**src/rtl/connection_ctrl_arbiter_if.sv**
```systemverilog
// connection_ctrl_arbiter_if: signal bundle between the ctrl-channel arbiter, its requesters and the connection manager
//   s_req_*  requester -> arbiter request (valid/ready, packed ipAddr/udpPort/bind per requester)
//   m_rsp_*  arbiter -> requester response (one-hot valid, per-requester ready, shared fields)
//   m_cm_*   arbiter -> manager ctrl request;  s_cm_* manager -> arbiter ctrl response
//   timeout_count  saturating count of watchdog timeouts
//   modport slave = arbiter view, modport master = requesters + manager view
interface connection_ctrl_arbiter_if #(
    parameter int NREQ          = 2,
    parameter int CONN_ID_WIDTH = 12
);
    logic [NREQ-1:0]          s_req_valid;
    logic [NREQ*32-1:0]       s_req_ipAddr;
    logic [NREQ*16-1:0]       s_req_udpPort;
    logic [NREQ-1:0]          s_req_bind;
    logic [NREQ-1:0]          s_req_ready;
    logic [NREQ-1:0]          m_rsp_valid;
    logic [NREQ-1:0]          m_rsp_ready;
    logic                     m_rsp_ack;
    logic                     m_rsp_full;
    logic                     m_rsp_timeout;
    logic [CONN_ID_WIDTH-1:0] m_rsp_connectionId;
    logic                     m_cm_valid;
    logic                     m_cm_ready;
    logic [31:0]              m_cm_ipAddr;
    logic [15:0]              m_cm_udpPort;
    logic                     m_cm_bind;
    logic                     s_cm_valid;
    logic                     s_cm_ready;
    logic                     s_cm_ack;
    logic                     s_cm_full;
    logic [CONN_ID_WIDTH-1:0] s_cm_connectionId;
    logic [15:0]              timeout_count;

    modport slave (
        input  s_req_valid, s_req_ipAddr, s_req_udpPort, s_req_bind, m_rsp_ready,
               m_cm_ready, s_cm_valid, s_cm_ack, s_cm_full, s_cm_connectionId,
        output s_req_ready, m_rsp_valid, m_rsp_ack, m_rsp_full, m_rsp_timeout, m_rsp_connectionId,
               m_cm_valid, m_cm_ipAddr, m_cm_udpPort, m_cm_bind, s_cm_ready, timeout_count
    );

    modport master (
        output s_req_valid, s_req_ipAddr, s_req_udpPort, s_req_bind, m_rsp_ready,
               m_cm_ready, s_cm_valid, s_cm_ack, s_cm_full, s_cm_connectionId,
        input  s_req_ready, m_rsp_valid, m_rsp_ack, m_rsp_full, m_rsp_timeout, m_rsp_connectionId,
               m_cm_valid, m_cm_ipAddr, m_cm_udpPort, m_cm_bind, s_cm_ready, timeout_count
    );
endinterface

```
**src/rtl/connection_ctrl_arbiter.sv**
```systemverilog
// connection_ctrl_arbiter: round-robin sharing of the connection manager's bind/unbind channel with a response watchdog
//   s00_axis_ctrl_aclk     clock, rising edge
//   s00_axis_ctrl_aresetn  asynchronous active-low reset
//   bus                    requester / response / manager / status signals (slave view)
module connection_ctrl_arbiter #(
    parameter int NREQ           = 2,
    parameter int CONN_ID_WIDTH  = 12,
    parameter int TIMEOUT_CYCLES = 64
) (
    input logic                      s00_axis_ctrl_aclk,
    input logic                      s00_axis_ctrl_aresetn,
    connection_ctrl_arbiter_if.slave bus
);
    localparam int GW = $clog2(NREQ);
    localparam int TW = $clog2(TIMEOUT_CYCLES + 1);

    typedef enum logic [1:0] {IDLE, ISSUE, WAIT, RESP} state_t;

    state_t                   state, state_n;
    logic [GW-1:0]            grant, last_grant, winner, cand;
    logic                     found;
    logic [TW-1:0]            timer;
    logic                     stale;
    logic [31:0]              ip;
    logic [15:0]              port;
    logic                     bind_q;
    logic                     ack, full, tmo;
    logic [CONN_ID_WIDTH-1:0] id;
    logic [15:0]              tcount;
    logic                     accept, issued, rsp_take, expire, rsp_done;

    // Scan downward so the candidate closest after last_grant is assigned last and wins.
    always_comb begin
        winner = '0;
        found  = 1'b0;
        cand   = '0;
        for (int i = NREQ; i >= 1; i--) begin
            cand = GW'((int'(last_grant) + i) % NREQ);
            if (bus.s_req_valid[cand]) begin
                winner = cand;
                found  = 1'b1;
            end
        end
    end

    // Gating with the reset keeps s_req_ready low while held in reset.
    assign accept   = s00_axis_ctrl_aresetn && state == IDLE && found;
    assign issued   = state == ISSUE && bus.m_cm_ready;
    assign rsp_take = state == WAIT && bus.s_cm_valid && !stale;
    assign expire   = state == WAIT && !rsp_take && timer == TW'(TIMEOUT_CYCLES - 1);
    assign rsp_done = state == RESP && bus.m_rsp_ready[grant];

    always_ff @(posedge s00_axis_ctrl_aclk or negedge s00_axis_ctrl_aresetn) begin
        if (!s00_axis_ctrl_aresetn) state <= IDLE;
        else state <= state_n;
    end

    always_comb begin
        state_n                = accept ? ISSUE :
                                 issued ? WAIT :
                                 (rsp_take || expire) ? RESP :
                                 rsp_done ? IDLE : state;
        bus.s_req_ready        = '0;
        bus.s_req_ready[winner] = accept;
        bus.m_rsp_valid        = '0;
        bus.m_rsp_valid[grant] = state == RESP;
        bus.m_cm_valid         = state == ISSUE;
        bus.s_cm_ready         = s00_axis_ctrl_aresetn;
    end

    always_ff @(posedge s00_axis_ctrl_aclk or negedge s00_axis_ctrl_aresetn) begin
        if (!s00_axis_ctrl_aresetn) begin
            grant      <= '0;
            last_grant <= GW'(NREQ - 1);
            ip         <= '0;
            port       <= '0;
            bind_q     <= 1'b0;
            timer      <= '0;
            stale      <= 1'b0;
            ack        <= 1'b0;
            full       <= 1'b0;
            tmo        <= 1'b0;
            id         <= '0;
            tcount     <= '0;
        end else begin
            if (accept) begin
                grant  <= winner;
                ip     <= bus.s_req_ipAddr[32*int'(winner) +: 32];
                port   <= bus.s_req_udpPort[16*int'(winner) +: 16];
                bind_q <= bus.s_req_bind[winner];
            end
            // A dropped stale response freezes the timer for that cycle.
            if (issued) timer <= '0;
            else if (state == WAIT && !(bus.s_cm_valid && stale)) timer <= timer + 1'b1;
            // After a timeout the manager may still answer late; that answer must be discarded.
            if (expire) stale <= 1'b1;
            else if (bus.s_cm_valid) stale <= 1'b0;
            if (rsp_take) begin
                ack  <= bus.s_cm_ack;
                full <= bus.s_cm_full;
                tmo  <= 1'b0;
                id   <= bus.s_cm_connectionId;
            end
            if (expire) begin
                ack  <= 1'b0;
                full <= 1'b0;
                tmo  <= 1'b1;
                id   <= '0;
                if (tcount != 16'hFFFF) tcount <= tcount + 1'b1;
            end
            if (rsp_done) last_grant <= grant;
        end
    end

    assign bus.m_cm_ipAddr        = ip;
    assign bus.m_cm_udpPort       = port;
    assign bus.m_cm_bind          = bind_q;
    assign bus.m_rsp_ack          = ack;
    assign bus.m_rsp_full         = full;
    assign bus.m_rsp_timeout      = tmo;
    assign bus.m_rsp_connectionId = id;
    assign bus.timeout_count      = tcount;
endmodule
```
**src/flat_wrapper.sv**
```systemverilog
// flat-port wrapper written by rule: the top's interface ports become plain ports
module connection_ctrl_arbiter_flat 
#(
    parameter int NREQ           = 2,
    parameter int CONN_ID_WIDTH  = 12,
    parameter int TIMEOUT_CYCLES = 64
)
  (s00_axis_ctrl_aclk, s00_axis_ctrl_aresetn, bus_s_req_valid, bus_s_req_ipAddr, bus_s_req_udpPort, bus_s_req_bind, bus_m_rsp_ready, bus_m_cm_ready, bus_s_cm_valid, bus_s_cm_ack, bus_s_cm_full, bus_s_cm_connectionId, bus_s_req_ready, bus_m_rsp_valid, bus_m_rsp_ack, bus_m_rsp_full, bus_m_rsp_timeout, bus_m_rsp_connectionId, bus_m_cm_valid, bus_m_cm_ipAddr, bus_m_cm_udpPort, bus_m_cm_bind, bus_s_cm_ready, bus_timeout_count);
  connection_ctrl_arbiter_if #(.NREQ(NREQ), .CONN_ID_WIDTH(CONN_ID_WIDTH)) bus_i ();
  input logic s00_axis_ctrl_aclk;
  input logic s00_axis_ctrl_aresetn;
  input wire logic [$bits(bus_i.s_req_valid)-1:0] bus_s_req_valid;
  input wire logic [$bits(bus_i.s_req_ipAddr)-1:0] bus_s_req_ipAddr;
  input wire logic [$bits(bus_i.s_req_udpPort)-1:0] bus_s_req_udpPort;
  input wire logic [$bits(bus_i.s_req_bind)-1:0] bus_s_req_bind;
  input wire logic [$bits(bus_i.m_rsp_ready)-1:0] bus_m_rsp_ready;
  input wire logic [$bits(bus_i.m_cm_ready)-1:0] bus_m_cm_ready;
  input wire logic [$bits(bus_i.s_cm_valid)-1:0] bus_s_cm_valid;
  input wire logic [$bits(bus_i.s_cm_ack)-1:0] bus_s_cm_ack;
  input wire logic [$bits(bus_i.s_cm_full)-1:0] bus_s_cm_full;
  input wire logic [$bits(bus_i.s_cm_connectionId)-1:0] bus_s_cm_connectionId;
  output wire logic [$bits(bus_i.s_req_ready)-1:0] bus_s_req_ready;
  output wire logic [$bits(bus_i.m_rsp_valid)-1:0] bus_m_rsp_valid;
  output wire logic [$bits(bus_i.m_rsp_ack)-1:0] bus_m_rsp_ack;
  output wire logic [$bits(bus_i.m_rsp_full)-1:0] bus_m_rsp_full;
  output wire logic [$bits(bus_i.m_rsp_timeout)-1:0] bus_m_rsp_timeout;
  output wire logic [$bits(bus_i.m_rsp_connectionId)-1:0] bus_m_rsp_connectionId;
  output wire logic [$bits(bus_i.m_cm_valid)-1:0] bus_m_cm_valid;
  output wire logic [$bits(bus_i.m_cm_ipAddr)-1:0] bus_m_cm_ipAddr;
  output wire logic [$bits(bus_i.m_cm_udpPort)-1:0] bus_m_cm_udpPort;
  output wire logic [$bits(bus_i.m_cm_bind)-1:0] bus_m_cm_bind;
  output wire logic [$bits(bus_i.s_cm_ready)-1:0] bus_s_cm_ready;
  output wire logic [$bits(bus_i.timeout_count)-1:0] bus_timeout_count;
  assign bus_i.s_req_valid = bus_s_req_valid;
  assign bus_i.s_req_ipAddr = bus_s_req_ipAddr;
  assign bus_i.s_req_udpPort = bus_s_req_udpPort;
  assign bus_i.s_req_bind = bus_s_req_bind;
  assign bus_i.m_rsp_ready = bus_m_rsp_ready;
  assign bus_i.m_cm_ready = bus_m_cm_ready;
  assign bus_i.s_cm_valid = bus_s_cm_valid;
  assign bus_i.s_cm_ack = bus_s_cm_ack;
  assign bus_i.s_cm_full = bus_s_cm_full;
  assign bus_i.s_cm_connectionId = bus_s_cm_connectionId;
  assign bus_s_req_ready = bus_i.s_req_ready;
  assign bus_m_rsp_valid = bus_i.m_rsp_valid;
  assign bus_m_rsp_ack = bus_i.m_rsp_ack;
  assign bus_m_rsp_full = bus_i.m_rsp_full;
  assign bus_m_rsp_timeout = bus_i.m_rsp_timeout;
  assign bus_m_rsp_connectionId = bus_i.m_rsp_connectionId;
  assign bus_m_cm_valid = bus_i.m_cm_valid;
  assign bus_m_cm_ipAddr = bus_i.m_cm_ipAddr;
  assign bus_m_cm_udpPort = bus_i.m_cm_udpPort;
  assign bus_m_cm_bind = bus_i.m_cm_bind;
  assign bus_s_cm_ready = bus_i.s_cm_ready;
  assign bus_timeout_count = bus_i.timeout_count;
  connection_ctrl_arbiter #(.NREQ(NREQ), .CONN_ID_WIDTH(CONN_ID_WIDTH), .TIMEOUT_CYCLES(TIMEOUT_CYCLES)) u_core (.s00_axis_ctrl_aclk(s00_axis_ctrl_aclk), .s00_axis_ctrl_aresetn(s00_axis_ctrl_aresetn), .bus(bus_i));
endmodule
```
**config.mk**
```make
export PLATFORM = sky130hd
export DESIGN_NAME = connection_ctrl_arbiter_flat
export DESIGN_NICKNAME = d
export VERILOG_FILES = /design/src/rtl/connection_ctrl_arbiter_if.sv /design/src/rtl/connection_ctrl_arbiter.sv /design/src/flat_wrapper.sv
export SDC_FILE = /design/constraint.sdc
export NUM_CORES = 1
export LEC_CHECK = 0
export ABC_AREA = 1
export BUFFER_PORTS_ARGS = -buffer_cell sky130_fd_sc_hd__buf_4
export CAP_MARGIN = 5
export CORE_AREA = 2 2 96 98
export CTS_BUF_LIST = sky130_fd_sc_hd__clkbuf_2
export DETAILED_ROUTE_END_ITERATION = 10
export DIE_AREA = 0 0 98 100
export GPL_ROUTABILITY_DRIVEN = 1
export PLACE_DENSITY = 0.84
export RECOVER_POWER = 25
export SLEW_MARGIN = 10
export SYNTH_ARGS = -nofsm -noshare
export SYNTH_HDL_FRONTEND = slang
export SYNTH_SLANG_ARGS = --single-unit
```
**constraint.sdc**
```tcl
create_clock -name s00_axis_ctrl_aclk -period 3.85 [get_ports s00_axis_ctrl_aclk]
set_input_delay 0.1925 -clock s00_axis_ctrl_aclk [delete_from_list [all_inputs] [get_ports s00_axis_ctrl_aclk]]
set_output_delay 0.1925 -clock s00_axis_ctrl_aclk [all_outputs]
set_load 0.02 [all_outputs]
```
==> metrics <==
outcome=finished clean; initial antenna violation count=0; Std-Cell Rows=35; data arrival time of the worst path=3.95 ns; Worst-Skew Late Latency=0.56 ns; GRT Util Overall=0.331; Worst Setup Start Kind=input pin; post-CTS setup repair buffer count=0; total power divided by cell area=575 nW/um^2; clock buffer depth=2; Die Area=9800 sq um; Syn Nets=683; GR Layer Usage met3=0.0717; WL/cell=16.3 microns; worst vdd ir=258 uV; via count=5236; M1 GR Usage=0.378; DRT iter0 DRCs=298; Max FO, Critical Path=31; Buf/Inv on CP=6; first-pass GRT wire length=25700 microns; Post-Syn Area=4310 sq um; post-layout util=0.798; maxcap violations=0; met2 GRT Util=0.601; HPWL Detailed=9360 microns; number of global-route vias before repair=5326; Yosys reg bits=92; drt via density=5.26; H-tree depth=3; fillers=560; TritonCTS Sinks=92; crit-path leading delay family=buffers and inverters; CP peak stage delay=0.60 ns; register area share after synthesis=0.534; setup TNS=0 ns; fin crit period=3.43 ns; Pre-antenna DRT Iters=6; CTS Root Cell=clkbuf_2; Setup CP Type=in2reg; CTS tree=done; hold slack=0.124 ns; Antenna diodes=0; I/O pins=206; largest net degree at the start of global routing=65; RSZ-0062 raised after global routing=false; DR DRC count=0; library cells used by synthesis=25; Clock Skew=0.0408 ns; LEAKAGE=3.64 nW; most frequent cells in the layout=nand2_1, buf_4, dlygate4sd3_1, dfrtp_1, nand3_1; most common cell after layout, fill and taps aside=nand2_1; placer congestion estimate=0.873; nets=1002; Slew HR=0.306; Hold Vio Cnt, Final=0; Avg Cell Area, Syn=7.69 sq um; Mapped Cells=561; number of port buffers=205; Max Slew Vio Count=0; crit-path cells=dlygate4sd3_1 > dlygate4sd3_1 > buf_4 > o211ai_1 > buf_4 > nor2_4 > buf_4 > nand2_1 > nand3_1 > dlygate4sd3_1; actual slew at the worst max-slew pin=1.04 ns; final setup vio count=0; Reg clk slew, reported paths=0.29 ns; share of layout cells above drive strength 1=0.231; Initial Util=0.485; Core Area=8890 sq um; Synth Warn #=0; grt ovf=0; crit share post-route=0.891; Hold WC Path Type=in2reg; crit end category=flop; area grow syn2layout=64.5%; Die X=98 microns; CTS Buf Count=9; WL final=16200 microns; f_max=291 MHz; crit path max-delay cell type=dlygate4sd3_1; GRT Max-Usage Layer=met2; Die Ht=100 microns; CP required=4.37 ns; number of routed nets with antenna violations=0
[final timing paths]
path,depth (start not counted),endpoint,start,slack [ns]
setup reg to reg,8,u_core.bus.m_cm_ipAddr[1],u_core.state[1],0.98
max in group asynchronous,4,u_core.timer[1],s00_axis_ctrl_aresetn,2.09
hold reg to reg,2,u_core.bus.m_rsp_connectionId[10],u_core.bus.m_rsp_connectionId[10],0.52
min in group asynchronous,3,u_core.timer[5],s00_axis_ctrl_aresetn,0.64
setup / recovery,10,u_core.bus.m_cm_ipAddr[1],s00_axis_ctrl_aresetn,0.42
hold / removal,3,u_core.state[1],bus_m_cm_ready,0.12
[synthesized netlist by cell type (all sizes together)]
library cell | count | area, sq um
dfstp | 1 | 26.3
nand3 | 60 | 300
nor2 | 33 | 139
xnor2 | 6 | 52.6
inv | 24 | 92.6
nand4 | 7 | 43.8
a21oi | 4 | 20.0
ha | 2 | 25.0
dfrtp | 91 | 2280
clkbuf | 6 | 22.5
o211ai | 1 | 7.51
o21ai | 14 | 81.3
o21bai | 1 | 7.51
nor3 | 1 | 5.00
buf | 14 | 85.1
xor2 | 1 | 8.76
nand2 | 295 | 1120
[power by group]
part           internal [mW]  total (mW)  switching (mW)
Combinational          0.965        2.10            1.14
Sequential              1.31        1.54           0.232
Clock                 0.0928       0.437           0.344
[per-stage QoR]
stage | cells | power [mW] | cell area, sq um | setup slack, ns
after global routing | 996 | 4.33 | 7090 | 0.350
after detailed placement | 862 | 3.23 | 5930 | 1.65
after CTS | 995 | 4.10 | 7210 | 1.17
after global placement | 862 | 3.18 | 5930 | 1.76
after floorplan | 561 | 2.43 | 4310 | 2.09
final | 996 | 4.08 | 7090 | 0.419
[registers in the layout, summed over array words and instances, names as in the netlist]
name and flops:
u_core.last_grant 1, u_core.bus.timeout_count 16, u_core.bus.m_cm_bind 1, u_core.bus.m_cm_udpPort 16
u_core.bus.m_rsp_ack 1, u_core.bus.m_rsp_timeout 1, u_core.stale 1, u_core.timer 7
u_core.bus.m_rsp_full 1, u_core.grant 1, u_core.state 2, u_core.bus.m_cm_ipAddr 32
u_core.bus.m_rsp_connectionId 12
[per-layer routing]
metal  vias up  wire length, microns
li1       2391                     -
met1      2500                  5940
met2       279                  8610
met3        66                  1030
met4         0                   641
met5         -                     0
[cell type report]
type	count	area [sq um]	share of cell area
timing repair buffer	328	2630	0.371
sequential	92	2300	0.325
multi-input combinational	425	1820	0.257
tap	111	139	0.0196
inverter	24	92.6	0.0131
clock inverter	7	57.6	0.00811
clock buffer	9	45.0	0.00635
[worst register-to-register path: stages (launching register included)]
cell and delay [ns]:
dfrtp_1 0.50, nor2_1 0.12, o211ai_1 0.12, buf_4 0.28, nor2_4 0.54, buf_4 0.41, nand2_1 0.13, nand3_1 0.15
dlygate4sd3_1 0.60
[logic make-up after synthesis]
kind of cell,Yosys count,synth area share
and+or+nand+nor,396,0.372
DFF,92,0.534
buffers and inverters,44,0.0464
AOI/OAI and AO/OA,20,0.0270
xor gates and xnor gates,7,0.0142
adders and majority gates,2,0.00580
[what timing repair did]
item                      CTS  global route
hold buffers              117             1
hold endpoints to repair   96             3
gates resized for setup     0             0
No activity file was read; power rests on OpenSTA's default activity.
